<file path="config.mk">
export PLATFORM = sky130hd
export DESIGN_NAME = or_frame_accumulator_flat
export DESIGN_NICKNAME = d
export VERILOG_FILES = /design/src/rtl/or_frame_accumulator_if.sv /design/src/rtl/or_frame_accumulator.sv /design/src/flat_wrapper.sv
export SDC_FILE = /design/constraint.sdc
export NUM_CORES = 1
export LEC_CHECK = 0
export CAP_MARGIN = 10
export CORE_ASPECT_RATIO = 1.25
export CORE_MARGIN = 4
export CORE_UTILIZATION = 54
export DETAILED_ROUTE_END_ITERATION = 12
export PLACE_DENSITY_LB_ADDON = 0.15
export SYNTH_ARGS = -nofsm -noshare
export SYNTH_HDL_FRONTEND = slang
export SYNTH_SLANG_ARGS = --single-unit
</file>
<file path="constraint.sdc">
create_clock -name clk -period 2.65 [get_ports clk]
set_clock_uncertainty 0.2 [all_clocks]
set_input_delay 0.3975 -clock clk [delete_from_list [all_inputs] [get_ports clk]]
set_output_delay 0.3975 -clock clk [all_outputs]
set_load 0.005 [all_outputs]
</file>
<file path="src/rtl/or_frame_accumulator_if.sv">
// Stream interface for or_frame_accumulator: a word input channel and a
// frame-result output channel, both valid/ready.
// Optional macro OR_FRAME_FIRST_HIT_EN adds the first-hit result signals.
interface or_frame_accumulator_if #(
   parameter int WIDTH     = 16,
   parameter int FRAME_LEN = 8
);
   localparam int CNT_W = $clog2(FRAME_LEN + 1);

   logic             mode;
   logic             in_valid;
   logic             in_ready;
   logic [WIDTH-1:0] in_data;
   logic             in_last;
   logic             out_valid;
   logic             out_ready;
   logic [WIDTH-1:0] out_data;
   logic             out_any;
   logic [CNT_W-1:0] out_count;
`ifdef OR_FRAME_FIRST_HIT_EN
   logic [CNT_W-1:0] out_first_hit;
   logic             out_hit;
`endif

   // Accumulator side: consumes words, produces frame results.
   modport slave (
      input  mode, in_valid, in_data, in_last, out_ready,
      output in_ready, out_valid, out_data, out_any, out_count
`ifdef OR_FRAME_FIRST_HIT_EN
      , output out_first_hit, out_hit
`endif
   );

   // Environment side: produces words, consumes frame results.
   modport master (
      output mode, in_valid, in_data, in_last, out_ready,
      input  in_ready, out_valid, out_data, out_any, out_count
`ifdef OR_FRAME_FIRST_HIT_EN
      , input out_first_hit, out_hit
`endif
   );
endinterface

</file>
<file path="src/rtl/or_frame_accumulator.sv">
// or_frame_accumulator: folds a stream of WIDTH-bit words into one word by
// bitwise OR over a frame of up to FRAME_LEN beats, then presents the OR (or
// NOR, chosen by mode on the first beat) until the consumer takes it.
// Optional macro OR_FRAME_FIRST_HIT_EN adds out_hit / out_first_hit, the
// index of the first nonzero beat in the frame.
module or_frame_accumulator #(
   parameter int WIDTH     = 16,
   parameter int FRAME_LEN = 8
) (
   input  logic                   clk,
   input  logic                   rst_n,
   or_frame_accumulator_if.slave  bus
);
   localparam int CNT_W = $clog2(FRAME_LEN + 1);
   localparam logic [CNT_W-1:0] LAST_IDX = CNT_W'(FRAME_LEN - 1);

   typedef enum logic [0:0] {
      ACCUM = 1'b0,
      HOLD  = 1'b1
   } state_t;

   state_t           state_q, state_d;
   logic [WIDTH-1:0] acc_q, acc_d;
   logic [CNT_W-1:0] cnt_q, cnt_d;
   logic             mode_q, mode_d;
   logic [WIDTH-1:0] out_data_q, out_data_d;
   logic             out_any_q, out_any_d;
   logic [CNT_W-1:0] out_count_q, out_count_d;
   logic [WIDTH-1:0] acc_nxt;
   logic             mode_nxt;
`ifdef OR_FRAME_FIRST_HIT_EN
   logic             hit_q, hit_d;
   logic [CNT_W-1:0] first_hit_q, first_hit_d;
`endif

   // State and result registers; reset discards any partial or held frame.
   always_ff @(posedge clk) begin
      if (!rst_n) begin
         state_q     <= ACCUM;
         acc_q       <= '0;
         cnt_q       <= '0;
         mode_q      <= 1'b0;
         out_data_q  <= '0;
         out_any_q   <= 1'b0;
         out_count_q <= '0;
`ifdef OR_FRAME_FIRST_HIT_EN
         hit_q       <= 1'b0;
         first_hit_q <= '0;
`endif
      end else begin
         state_q     <= state_d;
         acc_q       <= acc_d;
         cnt_q       <= cnt_d;
         mode_q      <= mode_d;
         out_data_q  <= out_data_d;
         out_any_q   <= out_any_d;
         out_count_q <= out_count_d;
`ifdef OR_FRAME_FIRST_HIT_EN
         hit_q       <= hit_d;
         first_hit_q <= first_hit_d;
`endif
      end
   end

   // Next-state: accumulate beats in ACCUM, latch the result on the closing
   // beat, and clear everything when the consumer takes the result.
   always_comb begin
      state_d     = state_q;
      acc_d       = acc_q;
      cnt_d       = cnt_q;
      mode_d      = mode_q;
      out_data_d  = out_data_q;
      out_any_d   = out_any_q;
      out_count_d = out_count_q;
      acc_nxt     = acc_q;
      mode_nxt    = mode_q;
`ifdef OR_FRAME_FIRST_HIT_EN
      hit_d       = hit_q;
      first_hit_d = first_hit_q;
`endif
      case (state_q)
         ACCUM: begin
            if (bus.in_valid) begin
               // First beat seeds the accumulator and fixes the frame mode.
               if (cnt_q == '0) begin
                  acc_nxt  = bus.in_data;
                  mode_nxt = bus.mode;
               end else begin
                  acc_nxt  = acc_q | bus.in_data;
                  mode_nxt = mode_q;
               end
               acc_d  = acc_nxt;
               mode_d = mode_nxt;
               cnt_d  = cnt_q + CNT_W'(1);
`ifdef OR_FRAME_FIRST_HIT_EN
               if (!hit_q && (|bus.in_data)) begin
                  hit_d       = 1'b1;
                  first_hit_d = cnt_q;
               end
`endif
               // A frame closes on in_last or on its FRAME_LEN-th beat, so the
               // count can never exceed FRAME_LEN.
               if (bus.in_last || (cnt_q == LAST_IDX)) begin
                  state_d     = HOLD;
                  out_data_d  = mode_nxt ? ~acc_nxt : acc_nxt;
                  out_any_d   = |acc_nxt;
                  out_count_d = cnt_q + CNT_W'(1);
               end
            end
         end
         HOLD: begin
            if (bus.out_ready) begin
               state_d     = ACCUM;
               acc_d       = '0;
               cnt_d       = '0;
               out_data_d  = '0;
               out_any_d   = 1'b0;
               out_count_d = '0;
`ifdef OR_FRAME_FIRST_HIT_EN
               hit_d       = 1'b0;
               first_hit_d = '0;
`endif
            end
         end
      endcase
   end

   assign bus.in_ready  = (state_q == ACCUM);
   assign bus.out_valid = (state_q == HOLD);
   assign bus.out_data  = out_data_q;
   assign bus.out_any   = out_any_q;
   assign bus.out_count = out_count_q;
`ifdef OR_FRAME_FIRST_HIT_EN
   assign bus.out_hit       = hit_q;
   assign bus.out_first_hit = first_hit_q;
`endif

endmodule
</file>
<file path="src/flat_wrapper.sv">
// flat-port wrapper written by rule: the top's interface ports become plain ports
module or_frame_accumulator_flat 
#(
   parameter int WIDTH     = 16,
   parameter int FRAME_LEN = 8
)
  (clk, rst_n, bus_mode, bus_in_valid, bus_in_data, bus_in_last, bus_out_ready, bus_in_ready, bus_out_valid, bus_out_data, bus_out_any, bus_out_count);
  or_frame_accumulator_if #(.WIDTH(WIDTH), .FRAME_LEN(FRAME_LEN)) bus_i ();
  input  logic clk;
  input  logic rst_n;
  input wire logic [$bits(bus_i.mode)-1:0] bus_mode;
  input wire logic [$bits(bus_i.in_valid)-1:0] bus_in_valid;
  input wire logic [$bits(bus_i.in_data)-1:0] bus_in_data;
  input wire logic [$bits(bus_i.in_last)-1:0] bus_in_last;
  input wire logic [$bits(bus_i.out_ready)-1:0] bus_out_ready;
  output wire logic [$bits(bus_i.in_ready)-1:0] bus_in_ready;
  output wire logic [$bits(bus_i.out_valid)-1:0] bus_out_valid;
  output wire logic [$bits(bus_i.out_data)-1:0] bus_out_data;
  output wire logic [$bits(bus_i.out_any)-1:0] bus_out_any;
  output wire logic [$bits(bus_i.out_count)-1:0] bus_out_count;
  assign bus_i.mode = bus_mode;
  assign bus_i.in_valid = bus_in_valid;
  assign bus_i.in_data = bus_in_data;
  assign bus_i.in_last = bus_in_last;
  assign bus_i.out_ready = bus_out_ready;
  assign bus_in_ready = bus_i.in_ready;
  assign bus_out_valid = bus_i.out_valid;
  assign bus_out_data = bus_i.out_data;
  assign bus_out_any = bus_i.out_any;
  assign bus_out_count = bus_i.out_count;
  or_frame_accumulator #(.WIDTH(WIDTH), .FRAME_LEN(FRAME_LEN)) u_core (.clk(clk), .rst_n(rst_n), .bus(bus_i));
endmodule
</file>
==> flow_summary.json <==
{
  "synthMuxAreaShare": 0,
  "drive_gt1_frac": 0.0687,
  "antenna_found_initial": 0,
  "port_buffers": 44,
  "cp.required_ps": 2680,
  "synth_xor_area_frac": 0.140,
  "grt_use_met1": 0.240,
  "maxCapViolations": 0,
  "fmax_mhz": 481,
  "clock_sinks": 43,
  "fp.dieW_um": 64.1,
  "period_needed_ps": 2080,
  "wl_mm": 5.02,
  "cts_max_path_buffers": 2,
  "yosysUniqueCellTypes": 32,
  "grt.total_usage": 0.206,
  "arrival_ps": 2100,
  "gr-max-usage-layer": "met2",
  "synth_compound_area_frac": 0.221,
  "yosysWarnings": 0,
  "worst_pin_slew_ps": 776,
  "ctsHoldBuffers": 0,
  "grt_pass1_vias": 1727,
  "nFillCells": 334,
  "slew_viol_final": 0,
  "status": "complete, no violations",
  "finalNetCount": 314,
  "hold_path.class": "register to register",
  "drt_first_pass_iters": 4,
  "clock_latency_ps": 290,
  "cts_made_buffers": 5,
  "finalHoldViolations": 0,
  "synthAdderAreaFrac": 0.0118,
  "seqCellArea_um2": 861,
  "tns_ps": 0,
  "gp_congestion": 0.845,
  "cellPowerDensity_mw_per_mm2": 556,
  "remaining_drc_errors": 0,
  "multi_input_area_mm2": 0.00117,
  "synth-seq-cells": 43,
  "hp-start": "u_core.bus.out_data[15]$_SDFFE_PN0P_",
  "syn-num-nets": 273,
  "post-route-cell-area_mm2": 0.00270,
  "use_met3": 0.0486,
  "die_h_um": 78.2,
  "layout_commonest_cell": "clkdlybuf4s50_1",
  "synthSimpleGateAreaFrac": 0.177,
  "crit_type": "register to register",
  "regToRegSetupSlack_ps": 570,
  "dieArea_mm2": 0.00501,
  "wl_per_cell_um": 14.6,
  "synth_area_mm2": 0.00213,
  "slew_headroom": 0.479,
  "cts_tree": "yes",
  "viasPerCell": 5.55,
  "synth_top_family_by_area": "compound AO/OA/AOI/OAI gates",
  "cts.repair.resized": 0,
  "met2_usage": 0.366,
  "ys_seq_area_frac": 0.405,
  "via_count": 1915,
  "gr-total-overflow": 0,
  "cts.clk_slew.worst_paths_ps": 90,
  "max-vdd-ir-drop_mv": 0.466,
  "antennaDiodeCount": 0,
  "synthesis.instances": 249,
  "final_cell_mix": "44 x clkdlybuf4s50_1, 43 x dfxtp_1, 34 x nor2_1",
  "leakagePower_uw": 0.000973,
  "placed_cell_area_mm2": 0.00260,
  "crit_fanout": 17,
  "clock-root-buffer": "clkbuf_8",
  "rr_startpoint": "u_core.cnt_q[0]$_SDFFE_PN0P_",
  "postCtsSetupBuffers": 0,
  "antenna_left": 0,
  "grt_max_degree": 36,
  "drt-initial-drc-count": 114,
  "core_mm2": 0.00378,
  "num_io_pins": 45,
  "cp-startpoint": "u_core.cnt_q[0]$_SDFFE_PN0P_",
  "placementRows": 25,
  "cts_max_level": 2,
  "startpoint_type": "register",
  "grt_setup_unrepaired": "no",
  "fin_crit_sh": 0.784,
  "cp-end-kind": "register",
  "syn_avg_cell_area_um2": 8.54,
  "setup-violations-final": 0,
  "dpl.hpwl_mm": 3.65,
  "grt_pass1_wl_mm": 8.18,
  "initial_core_util": 0.562,
  "area_delta_synth_final_pct": 26.9
}
sequential cells by signal (all words and copies together) (netlist names):
name                  count
u_core.bus.out_count      4
u_core.acc_q             16
u_core.bus.out_valid      1
u_core.mode_q             1
u_core.bus.out_data      16
u_core.cnt_q              4
u_core.bus.out_any        1
layout make-up:
cell class	instances	share of cell area
multi-input combinational	186	0.434
sequential	43	0.319
timing repair buffer	50	0.180
clock buffer	6	0.0306
tap	54	0.0250
clock inverter	2	0.00603
inverter	4	0.00556
critical path, cell delays in order, from the launching register on:
cell	delay [ps]
dfxtp_1	340
ha_1	260
and3b_2	270
o21ai_4	200
and3_1	570
o2bb2ai_1	180
cells in the mapped netlist:
| master | instances | share of area |
|---|---|---|
| a211oi_1 | 1 | 0.0035 |
| a21boi_2 | 1 | 0.0053 |
| a21o_1 | 1 | 0.0035 |
| a21oi_1 | 10 | 0.024 |
| a22oi_1 | 17 | 0.060 |
| a311oi_1 | 1 | 0.0041 |
| and3_1 | 1 | 0.0029 |
| and3b_2 | 1 | 0.0047 |
| buf_2 | 6 | 0.014 |
| buf_4 | 1 | 0.0035 |
| buf_8 | 1 | 0.0071 |
| clkbuf_1 | 8 | 0.014 |
| clkinv_1 | 1 | 0.0018 |
| dfxtp_1 | 43 | 0.40 |
| ha_1 | 2 | 0.012 |
| inv_1 | 3 | 0.0053 |
| nand2_1 | 26 | 0.046 |
| nand2b_1 | 3 | 0.0088 |
| nand3_1 | 6 | 0.014 |
| nand4_1 | 2 | 0.0059 |
| nor2_1 | 34 | 0.060 |
| nor2b_1 | 1 | 0.0029 |
| nor3_1 | 1 | 0.0024 |
| nor3b_2 | 1 | 0.0059 |
| nor4_1 | 8 | 0.024 |
| o211ai_2 | 1 | 0.0059 |
| o21a_1 | 1 | 0.0035 |
| o21ai_0 | 16 | 0.038 |
| o21ai_4 | 1 | 0.0076 |
| o2bb2ai_1 | 16 | 0.066 |
| xnor2_1 | 32 | 0.13 |
| xor2_1 | 2 | 0.0082 |
through the flow:
step	cells	worst slack (ps)	hold WS, ps	total power, µW	utilization
after floorplan	249	872	251	942	-
after global placement	337	349	236	1080	0.687
after detailed placement	337	317	245	1080	0.687
after CTS	345	549	270	1520	0.713
after global routing	345	406	282	1580	0.713
final	345	571	267	1500	0.713
report_power, final:
part	total, µW	switching, µW	internal (µW)	leakage, µW
clock network	435	222	213	0.0000474
registers	718	30.0	688	0.000352
logic	348	177	171	0.000573
final timing paths:
path	end	depth (start not counted)
worst max register to register	u_core.bus.out_data[10]$_SDFFE_PN0P_	5
worst min register to register	u_core.bus.out_data[15]$_SDFFE_PN0P_	1
worst max-delay path	u_core.bus.out_data[10]$_SDFFE_PN0P_	5
worst min-delay path	u_core.bus.out_data[15]$_SDFFE_PN0P_	1
logic make-up after synthesis:
group | after synthesis
AOI/OAI and AO/OA | 66
xor gates and xnor gates | 34
buffers and inverters | 20
adders and majority gates | 2
DFF | 43
and+or+nand+nor | 84
routing by layer:
layer | wire (µm) | vias to the layer above
li1 | - | 947
met5 | 0 | -
met4 | 111 | 0
met3 | 291 | 10
met1 | 2020 | 906
met2 | 2610 | 52
No activity file was read; power rests on OpenSTA's default activity.
